`src/rtl/alu_pkg.sv`:
```
// Shared ALU definitions: the alu_ctrl code set used by the decoder and the ALU,
// plus the multiply/divide state encoding and operation decode helpers.
package alu_pkg;

    typedef enum logic [4:0] {
        ALU_ADD    = 5'b00000,
        ALU_SUB    = 5'b00001,
        ALU_SLL    = 5'b00010,
        ALU_SLT    = 5'b00011,
        ALU_SLTU   = 5'b00100,
        ALU_XOR    = 5'b00101,
        ALU_SRL    = 5'b00110,
        ALU_SRA    = 5'b00111,
        ALU_OR     = 5'b01000,
        ALU_AND    = 5'b01001,
        ALU_MUL    = 5'b01010,
        ALU_MULH   = 5'b01011,
        ALU_MULHSU = 5'b01100,
        ALU_MULHU  = 5'b01101,
        ALU_DIV    = 5'b01110,
        ALU_DIVU   = 5'b01111,
        ALU_REM    = 5'b10000,
        ALU_REMU   = 5'b10001
    } alu_ctrl_e;

    typedef enum logic [1:0] {
        IDLE = 2'd0,
        CALC = 2'd1,
        FIX  = 2'd2,
        DONE = 2'd3
    } muldiv_state_e;

    // Per-operation attributes the multiply/divide datapath needs.
    typedef struct packed {
        logic is_div;
        logic want_rem;
        logic want_hi;
        logic sign_a;
        logic sign_b;
    } muldiv_op_t;

    function automatic logic is_muldiv(input logic [4:0] ctrl);
        return (ctrl >= ALU_MUL) && (ctrl <= ALU_REMU);
    endfunction

    function automatic muldiv_op_t decode_muldiv(input logic [4:0] ctrl);
        muldiv_op_t d;
        d = '0;
        case (ctrl)
            ALU_MULH:   begin d.want_hi = 1'b1; d.sign_a = 1'b1; d.sign_b = 1'b1; end
            ALU_MULHSU: begin d.want_hi = 1'b1; d.sign_a = 1'b1; end
            ALU_MULHU:  begin d.want_hi = 1'b1; end
            ALU_DIV:    begin d.is_div = 1'b1; d.sign_a = 1'b1; d.sign_b = 1'b1; end
            ALU_DIVU:   begin d.is_div = 1'b1; end
            ALU_REM:    begin d.is_div = 1'b1; d.want_rem = 1'b1; d.sign_a = 1'b1; d.sign_b = 1'b1; end
            ALU_REMU:   begin d.is_div = 1'b1; d.want_rem = 1'b1; end
            default:    ;
        endcase
        return d;
    endfunction

endpackage

```
`src/rtl/muldiv_step.sv`:
```
// One iteration of the multiply/divide datapath: a shift-add multiply step and a
// restoring-division trial-subtract step, both on unsigned magnitudes.
module muldiv_step
    import alu_pkg::*;
#(
    parameter int DATA_WIDTH = 32
) (
    input  logic [2*DATA_WIDTH-1:0] prod,
    input  logic [DATA_WIDTH-1:0]   mcand,
    input  logic [DATA_WIDTH:0]     rem,
    input  logic [DATA_WIDTH-1:0]   quot,
    input  logic [DATA_WIDTH-1:0]   divisor,
    output logic [2*DATA_WIDTH-1:0] prod_next,
    output logic [DATA_WIDTH:0]     rem_next,
    output logic [DATA_WIDTH-1:0]   quot_next
);

    localparam int W = DATA_WIDTH;

    logic [W:0]   hi_sum;
    logic [W+1:0] shifted;
    logic [W+1:0] diff;

    // NOTE: every variable written here gets a default first so no path leaves a latch.
    always_comb begin
        hi_sum    = '0;
        shifted   = '0;
        diff      = '0;
        prod_next = '0;
        rem_next  = '0;
        quot_next = '0;

        // Multiplier bits sit in the low half and are consumed LSB first.
        hi_sum    = {1'b0, prod[2*W-1:W]} + (prod[0] ? {1'b0, mcand} : '0);
        prod_next = {hi_sum, prod[W-1:1]};

        // The partial remainder is always below the divisor, so the top bit of shifted is 0
        // and diff's MSB is a clean borrow flag.
        shifted = {rem, quot[W-1]};
        diff    = shifted - {2'b00, divisor};
        if (!diff[W+1]) begin
            rem_next  = diff[W:0];
            quot_next = {quot[W-2:0], 1'b1};
        end else begin
            rem_next  = shifted[W:0];
            quot_next = {quot[W-2:0], 1'b0};
        end
    end

endmodule

```
`src/rtl/muldiv_unit.sv`:
```
// Iterative RV32M multiply/divide unit: one bit per cycle on operand magnitudes,
// then a sign-fix cycle and a one-cycle done pulse. Division special cases finish early.
module muldiv_unit
    import alu_pkg::*;
#(
    parameter int DATA_WIDTH   = 32,
    parameter int ALUCTR_WIDTH = 5
) (
    input  logic                    clk,
    input  logic                    rst,
    input  logic                    start,
    input  logic [ALUCTR_WIDTH-1:0] alu_ctrl,
    input  logic [DATA_WIDTH-1:0]   op_a,
    input  logic [DATA_WIDTH-1:0]   op_b,
    input  logic                    flush,
    output logic                    busy,
    output logic                    done,
    output logic [DATA_WIDTH-1:0]   result
);

    localparam int W     = DATA_WIDTH;
    localparam int CNT_W = $clog2(DATA_WIDTH);

    localparam logic [1:0] ST_IDLE = IDLE;
    localparam logic [1:0] ST_CALC = CALC;
    localparam logic [1:0] ST_FIX  = FIX;
    localparam logic [1:0] ST_DONE = DONE;

    localparam logic [W-1:0]     MOST_NEG  = {1'b1, {(W-1){1'b0}}};
    localparam logic [CNT_W-1:0] LAST_STEP = CNT_W'(DATA_WIDTH - 1);

    logic [1:0]       state;
    logic [CNT_W-1:0] count;
    logic             op_div_q;
    logic             op_rem_q;
    logic             op_hi_q;
    logic             neg_a_q;
    logic             neg_b_q;
    logic [W-1:0]     mcand_q;
    logic [W-1:0]     divisor_q;
    logic [W-1:0]     quot_q;
    logic [W:0]       rem_q;
    logic [2*W-1:0]   prod_q;
    logic [W-1:0]     fixed_q;

    // Accept-time decode.
    muldiv_op_t op_in;
    logic       accept;
    logic       neg_a_in;
    logic       neg_b_in;
    logic [W-1:0] mag_a_in;
    logic [W-1:0] mag_b_in;
    logic       div_zero;
    logic       div_ovf;
    logic       special;
    logic [W-1:0] special_val;

    always_comb begin
        op_in    = decode_muldiv(alu_ctrl);
        accept   = start && (state == ST_IDLE) && !flush && is_muldiv(alu_ctrl);
        neg_a_in = op_in.sign_a && op_a[W-1];
        neg_b_in = op_in.sign_b && op_b[W-1];
        // Unary minus on W bits maps the most-negative value onto its own unsigned magnitude.
        mag_a_in = neg_a_in ? -op_a : op_a;
        mag_b_in = neg_b_in ? -op_b : op_b;
        div_zero = op_in.is_div && (op_b == '0);
        div_ovf  = op_in.is_div && op_in.sign_a && (op_a == MOST_NEG) && (op_b == '1);
        special  = div_zero || div_ovf;
        if (div_zero) begin
            special_val = op_in.want_rem ? op_a : '1;
        end else begin
            special_val = op_in.want_rem ? '0 : op_a;
        end
    end

    logic [2*W-1:0] prod_next;
    logic [W:0]     rem_next;
    logic [W-1:0]   quot_next;

    muldiv_step #(
        .DATA_WIDTH(DATA_WIDTH)
    ) u_step (
        .prod     (prod_q),
        .mcand    (mcand_q),
        .rem      (rem_q),
        .quot     (quot_q),
        .divisor  (divisor_q),
        .prod_next(prod_next),
        .rem_next (rem_next),
        .quot_next(quot_next)
    );

    // Sign fix and result select.
    logic [2*W-1:0] prod_s;
    logic [W-1:0]   quot_s;
    logic [W-1:0]   rem_s;
    logic [W-1:0]   fix_val;

    always_comb begin
        prod_s = (neg_a_q ^ neg_b_q) ? -prod_q : prod_q;
        quot_s = (neg_a_q ^ neg_b_q) ? -quot_q : quot_q;
        rem_s  = neg_a_q ? -rem_q[W-1:0] : rem_q[W-1:0];
        if (op_div_q) begin
            fix_val = op_rem_q ? rem_s : quot_s;
        end else begin
            fix_val = op_hi_q ? prod_s[2*W-1:W] : prod_s[W-1:0];
        end
    end

    // NOTE: sequential state uses non-blocking assignments so every register samples pre-edge values.
    always_ff @(posedge clk or posedge rst) begin
        if (rst) begin
            state     <= ST_IDLE;
            count     <= '0;
            op_div_q  <= 1'b0;
            op_rem_q  <= 1'b0;
            op_hi_q   <= 1'b0;
            neg_a_q   <= 1'b0;
            neg_b_q   <= 1'b0;
            mcand_q   <= '0;
            divisor_q <= '0;
            quot_q    <= '0;
            rem_q     <= '0;
            prod_q    <= '0;
            fixed_q   <= '0;
            busy      <= 1'b0;
            done      <= 1'b0;
            result    <= '0;
        end else begin
            done <= 1'b0;
            case (state)
                ST_IDLE: begin
                    if (accept) begin
                        op_div_q  <= op_in.is_div;
                        op_rem_q  <= op_in.want_rem;
                        op_hi_q   <= op_in.want_hi;
                        neg_a_q   <= neg_a_in;
                        neg_b_q   <= neg_b_in;
                        mcand_q   <= mag_a_in;
                        divisor_q <= mag_b_in;
                        quot_q    <= mag_a_in;
                        rem_q     <= '0;
                        prod_q    <= {{W{1'b0}}, mag_b_in};
                        count     <= '0;
                        busy      <= 1'b1;
                        if (special) begin
                            fixed_q <= special_val;
                            state   <= ST_DONE;
                        end else begin
                            state   <= ST_CALC;
                        end
                    end
                end
                ST_CALC: begin
                    if (flush) begin
                        state <= ST_IDLE;
                        busy  <= 1'b0;
                    end else begin
                        prod_q <= prod_next;
                        rem_q  <= rem_next;
                        quot_q <= quot_next;
                        count  <= count + CNT_W'(1);
                        if (count == LAST_STEP) begin
                            state <= ST_FIX;
                        end
                    end
                end
                ST_FIX: begin
                    if (flush) begin
                        state <= ST_IDLE;
                        busy  <= 1'b0;
                    end else begin
                        fixed_q <= fix_val;
                        state   <= ST_DONE;
                    end
                end
                ST_DONE: begin
                    // Flush is ignored here: the operation has already committed.
                    done   <= 1'b1;
                    busy   <= 1'b0;
                    result <= fixed_q;
                    state  <= ST_IDLE;
                end
                default: begin
                    state <= ST_IDLE;
                    busy  <= 1'b0;
                end
            endcase
        end
    end

endmodule

```
`config.mk`:
```
export PLATFORM = sky130hd
export DESIGN_NAME = muldiv_unit
export DESIGN_NICKNAME = d
export VERILOG_FILES = /design/src/rtl/alu_pkg.sv /design/src/rtl/muldiv_step.sv /design/src/rtl/muldiv_unit.sv
export SDC_FILE = /design/constraint.sdc
export NUM_CORES = 1
export LEC_CHECK = 0
export ABC_AREA = 1
export CORE_MARGIN = 2
export CORE_UTILIZATION = 35
export CTS_BUF_LIST = sky130_fd_sc_hd__clkbuf_8
export CTS_CLUSTER_DIAMETER = 40
export DETAILED_ROUTE_END_ITERATION = 12
export GPL_TIMING_DRIVEN = 0
export PLACE_DENSITY_LB_ADDON = 0.25
export SLEW_MARGIN = 15
export SYNTH_ARGS = -nofsm -noshare
export SYNTH_HDL_FRONTEND = slang
export SYNTH_SLANG_ARGS = --single-unit
```
`constraint.sdc`:
```
create_clock -name clk -period 9.8 [get_ports clk]
set_clock_uncertainty 0.15 [all_clocks]
set_input_delay 2.45 -clock clk [delete_from_list [all_inputs] [get_ports clk]]
set_output_delay 2.45 -clock clk [all_outputs]
set_load 0.02 [all_outputs]
```
==> results.md <==
- The power density normalized to cell area is between 300 and 400 nW/um2.
- Clock latency on the worst-skew pair, taken at its later pin, is 690 ps.
- The number of cells on the worst reg-to-reg path is 18.
- Of all nets on the critical path, the largest fanout is 10.
- The maximum number of pins on one net before global-route repair is 34.
- The max-cap check violation count is 0.
- The compound-gate portion of the synthesized area is 14.0%.
- Setup repair after global routing left no endpoint under its margin.
- The clock tree from TritonCTS is done.
- The multiplexer share of the synthesized area is under 10%.
- The first global-routing pass estimated 153000 um of wire.
- The multi-input combinational cells in the finished layout cover a total of about 14000 um2.
- The maximum VDD drop is approximately 0.17 mV.
- In this run, synthesis inferred 0 flip-flops with an integrated enable.
- The number of sinks on the clock net is between 200 and 300.
- The count of nets left with antenna violations after detail routing is 0.
- The count of endpoints failing setup in the final report is 0.
- Dividing the detail-routed via count by the number of cells gives approximately 5.4.
- The total area of sequential cells is 6780 um2.
- In this run, CTS created clock tree buffers numbering 57.
- Of the total power, the clock network draws about 15%.
- Of the total synthesized cell area, the portion taken by AND, OR, NAND and NOR gates is a little under two fifths.
- The number of antenna violations at the first check in global routing is 5.
- In this run, the number of DRC markers left after iteration 0 of detailed routing was approximately 2800.
- The endpoint of the most critical register-to-register path is prod_q[59].
- The start point of the critical path is alu_ctrl[1].
- In this run the number of H-tree levels came out at 2.
- STA classifies the critical path endpoint as a register.
- Clock-pin slew was measured on the worst setup and hold paths at about 60 ps.
- For flop-to-flop paths, the worst setup slack is a little over 6000 ps.
- The worst setup path is launched from a primary input.
- In the global route stage, overall resource usage came out at about 29%.
- The design internal power is roughly 3800 uW.
- The final critical delay including setup and external delays is 5230 ps.
- At the end of the flow, the number of nets in the layout was 4102.
- The average routed wire per standard cell is around 21 um.
- Summed over all nets, the switching power comes to 4680 uW.
- The number of placed instances with taps included is between 4000 and 5000.
- The count of input and output buffers is approximately 110.
- The synthesized design contains 271 register bits.
- In the final layout, the share of cells above drive strength 1 is approximately 6.6%.
- The x dimension of the die is about 260 um.
- The layout has 7340 filler cells.
- The arrival time of data at the critical path endpoint is between 5000 and 6000 ps.
- The count of pins over their slew limit is 0.
- The required time at the endpoint of the critical path is a little over 10000 ps.
- The detailed placer's ending HPWL is 85700 um.
- The XOR/XNOR share of the synthesized area is between 2 and 3%.
- The part of the total power dissipated in combinational logic is just over 60%.
- By area, the combinational part of the netlist is dominated by simple AND/OR/NAND/NOR gates.
- Sequential cells burn roughly a quarter of the power.
- The starting density of the core is 35.5%.
- The number of endpoints with negative hold slack in the final report is 0.
- The number of global-route vias before repair is approximately 25000.
- The net count of the mapped netlist is 3929.
- The DRC violations left is 0.
- The count of synthesis-stage warnings from yosys is 0.
- The startpoint identified for the worst register-to-register timing path is prod_q[0].
- The count of pins on the block boundary is 107.
- In this run the clock root is driven by a clkbuf_8.
- In the synthesized netlist the dominant register cell turns out to be dfrtp_1.
- The final design utilization is around 41%.
- The run finished with clean final reports.
- The count of placed standard cells in the final layout, fillers left out is ~4900.
- The synthesized instance count is around 3800.
- Measured against its own limit, the worst slew margin works out to between 20 and 30%.
- For this run, the detailed router's first-pass iteration total came to 6.
- Synthesis instantiated 52 different standard cells from the library.
- The share of synthesized area occupied by flip-flops and latches is ~29%.
- The highest clock rate is between 150 and 200 MHz.
- In the final timing run, aggregate negative setup slack is 0 ps.
- The critical path in this run is classified as in2reg.
- The arithmetic-cell share of the synthesized area counting full adders, half adders and majority gates is roughly 4.7%.
- The floorplan step defined a die boundary enclosing about 69000 um2.
- The analysis attributes to cell leakage a power of approximately 0.014 uW.
- Post-CTS timing repair inserted 0 buffers for setup.
- The floorplan die height is 263 um.
- The post-synth design cell area is between 20000 and 25000 um2.
- The smallest hold slack is between 300 and 400 ps.
- The mean cell area of the mapped netlist is ~6.2 um2.
- The path class of the tightest hold or removal check is reg2reg.
- After global routing the overflow that remains totals 0.
- The final route contains 26500 vias.
- Summed over all layers, the routed wires come to around 100000 um.
- The core footprint is approximately 66000 um2.
- The synthesis-to-finish area growth is 15.1%.
- The quantity of hold-fixing buffers added after cts is 0.
- In this run switching power makes up approximately 55% of total power.
- The overall power after layout is roughly 8500 uW.
- The standard-cell row count is 94.
- The ratio of final minimum period to clock period is 53.4%.
- For this run, asynchronously set or reset flops after synthesis account for 100%.
- The number of gates resized after cts is 0.
- The end of the critical path is prod_q[25].
- At the pin with the least slew margin, the transition time is between 1000 and 1500 ps.
- The clock passes through at most 3 buffers.
- Routability-driven placement finished with a final weighted congestion of about 1.0.
## layout by cell type, fill, tap and decap left out, types with 66 or more instances in the layout
cell,synthesis,final
nand2_1,1106,1106
nand3_1,430,430
inv_1,417,427
nor2_1,423,423
dfrtp_1,271,271
a21oi_1,249,249
o21ai_0,243,243
clkdlybuf4s50_1,0,105
ha_1,77,77
clkbuf_1,66,66
## cells by family after synthesis
logic type,count (synthesis)
buffers and inverters,572
xor gates and xnor gates,70
DFF,271
muxes,31
and+or+nand+nor,2127
AOI/OAI and AO/OA,618
adders and majority gates,88
## per-layer routing
layer	GRT usage, %	routed length (um)	vias to the layer above
li1	-	-	12700
met1	40.1	45200	12500
met2	46.1	45800	1158
met3	5.70	9180	160
met4	8.94	3100	6
met5	0	36	-
## power by group through the flow
stage / registers [uW] / logic [uW] / clock network (uW)
after floorplan: 1930 / 3090 / 0
after global placement: 2030 / 4930 / 0
after detailed placement: 2030 / 4950 / 0
after CTS: 2010 / 4970 / 1320
after global routing: 2070 / 5540 / 1370
final: 2030 / 5140 / 1290
## Yosys cell counts, types with 3 or more instances
cell type	number	area share [%]
a21o_1	7	0.22
a21oi_1	249	5.3
a22oi_1	17	0.54
a31oi_1	20	0.53
buf_1	22	0.35
buf_2	33	0.70
buf_4	8	0.26
buf_6	11	0.53
clkbuf_1	66	1.1
dfrtp_1	271	29
ha_1	77	4.1
inv_1	417	6.7
inv_2	11	0.18
maj3_1	9	0.38
mux2_2	31	1.5
nand2_1	1106	18
nand2_2	23	0.61
nand2_4	4	0.19
nand3_1	430	9.2
nand3b_1	20	0.64
nand4_1	47	1.3
nor2_1	423	6.8
nor2_2	19	0.51
nor2_4	4	0.19
nor3_1	34	0.73
nor4_1	4	0.11
o211ai_1	15	0.48
o21a_1	4	0.13
o21ai_0	243	5.2
o21ai_1	34	0.73
o21ai_2	3	0.11
o21bai_1	6	0.19
o22ai_1	15	0.40
or2_2	3	0.080
xnor2_1	24	0.90
xnor2_2	4	0.28
xor2_1	42	1.6
## per-stage QoR
| stage | setup WS (ps) | instance area [um2] |
|---|---|---|
| 2_1_floorplan | 3620 | 23500 |
| 3_3_place_gp | 1290 | 25600 |
| 3_5_place_dp | 3910 | 25800 |
| 4_1_cts | 4630 | 27000 |
| 5_1_grt | 4490 | 27000 |
| 6_report | 4570 | 27000 |
## state kept, by name (all words and copies together), names as in the netlist
name       count
op_div_q       1
mcand_q       32
divisor_q     32
neg_b_q        1
done           1
result        32
op_hi_q        1
neg_a_q        1
count          5
busy           1
quot_q        32
rem_q         33
state          2
op_rem_q       1
prod_q        64
fixed_q       32
## how the worst min path moves through the flow
stage / from / endpoint / slack, ps / cells past startpoint
floorplan: fixed_q[10] / fixed_q[10] / 290 / 2
global placement: fixed_q[9] / fixed_q[9] / 310 / 2
detailed placement: fixed_q[2] / fixed_q[2] / 310 / 2
CTS: fixed_q[2] / fixed_q[2] / 330 / 2
global route: fixed_q[9] / fixed_q[9] / 360 / 2
finish: fixed_q[2] / fixed_q[2] / 330 / 2
## final cells by class
type / count / share of cell area [%]
clock inverters: 38 / 1.18
clock buffers: 65 / 3.31
multi-input cells: 2934 / 53.3
diodes: 1 / 0.00927
plain buffers: 141 / 2.54
repair buffers: 114 / 4.56
inverters: 431 / 6.02
flip-flops and latches: 271 / 25.1
well taps: 864 / 4.01
## worst max-delay path, stage by stage
cell and delay [ps]:
clkdlybuf4s50_1 590, nor2_1 110, nand2_2 130, inv_2 50
o21ai_2 380, nand2_2 160, nand2_2 280, buf_2 400
buf_1 840, a21oi_1 190
(Power assumes the default switching activity.)
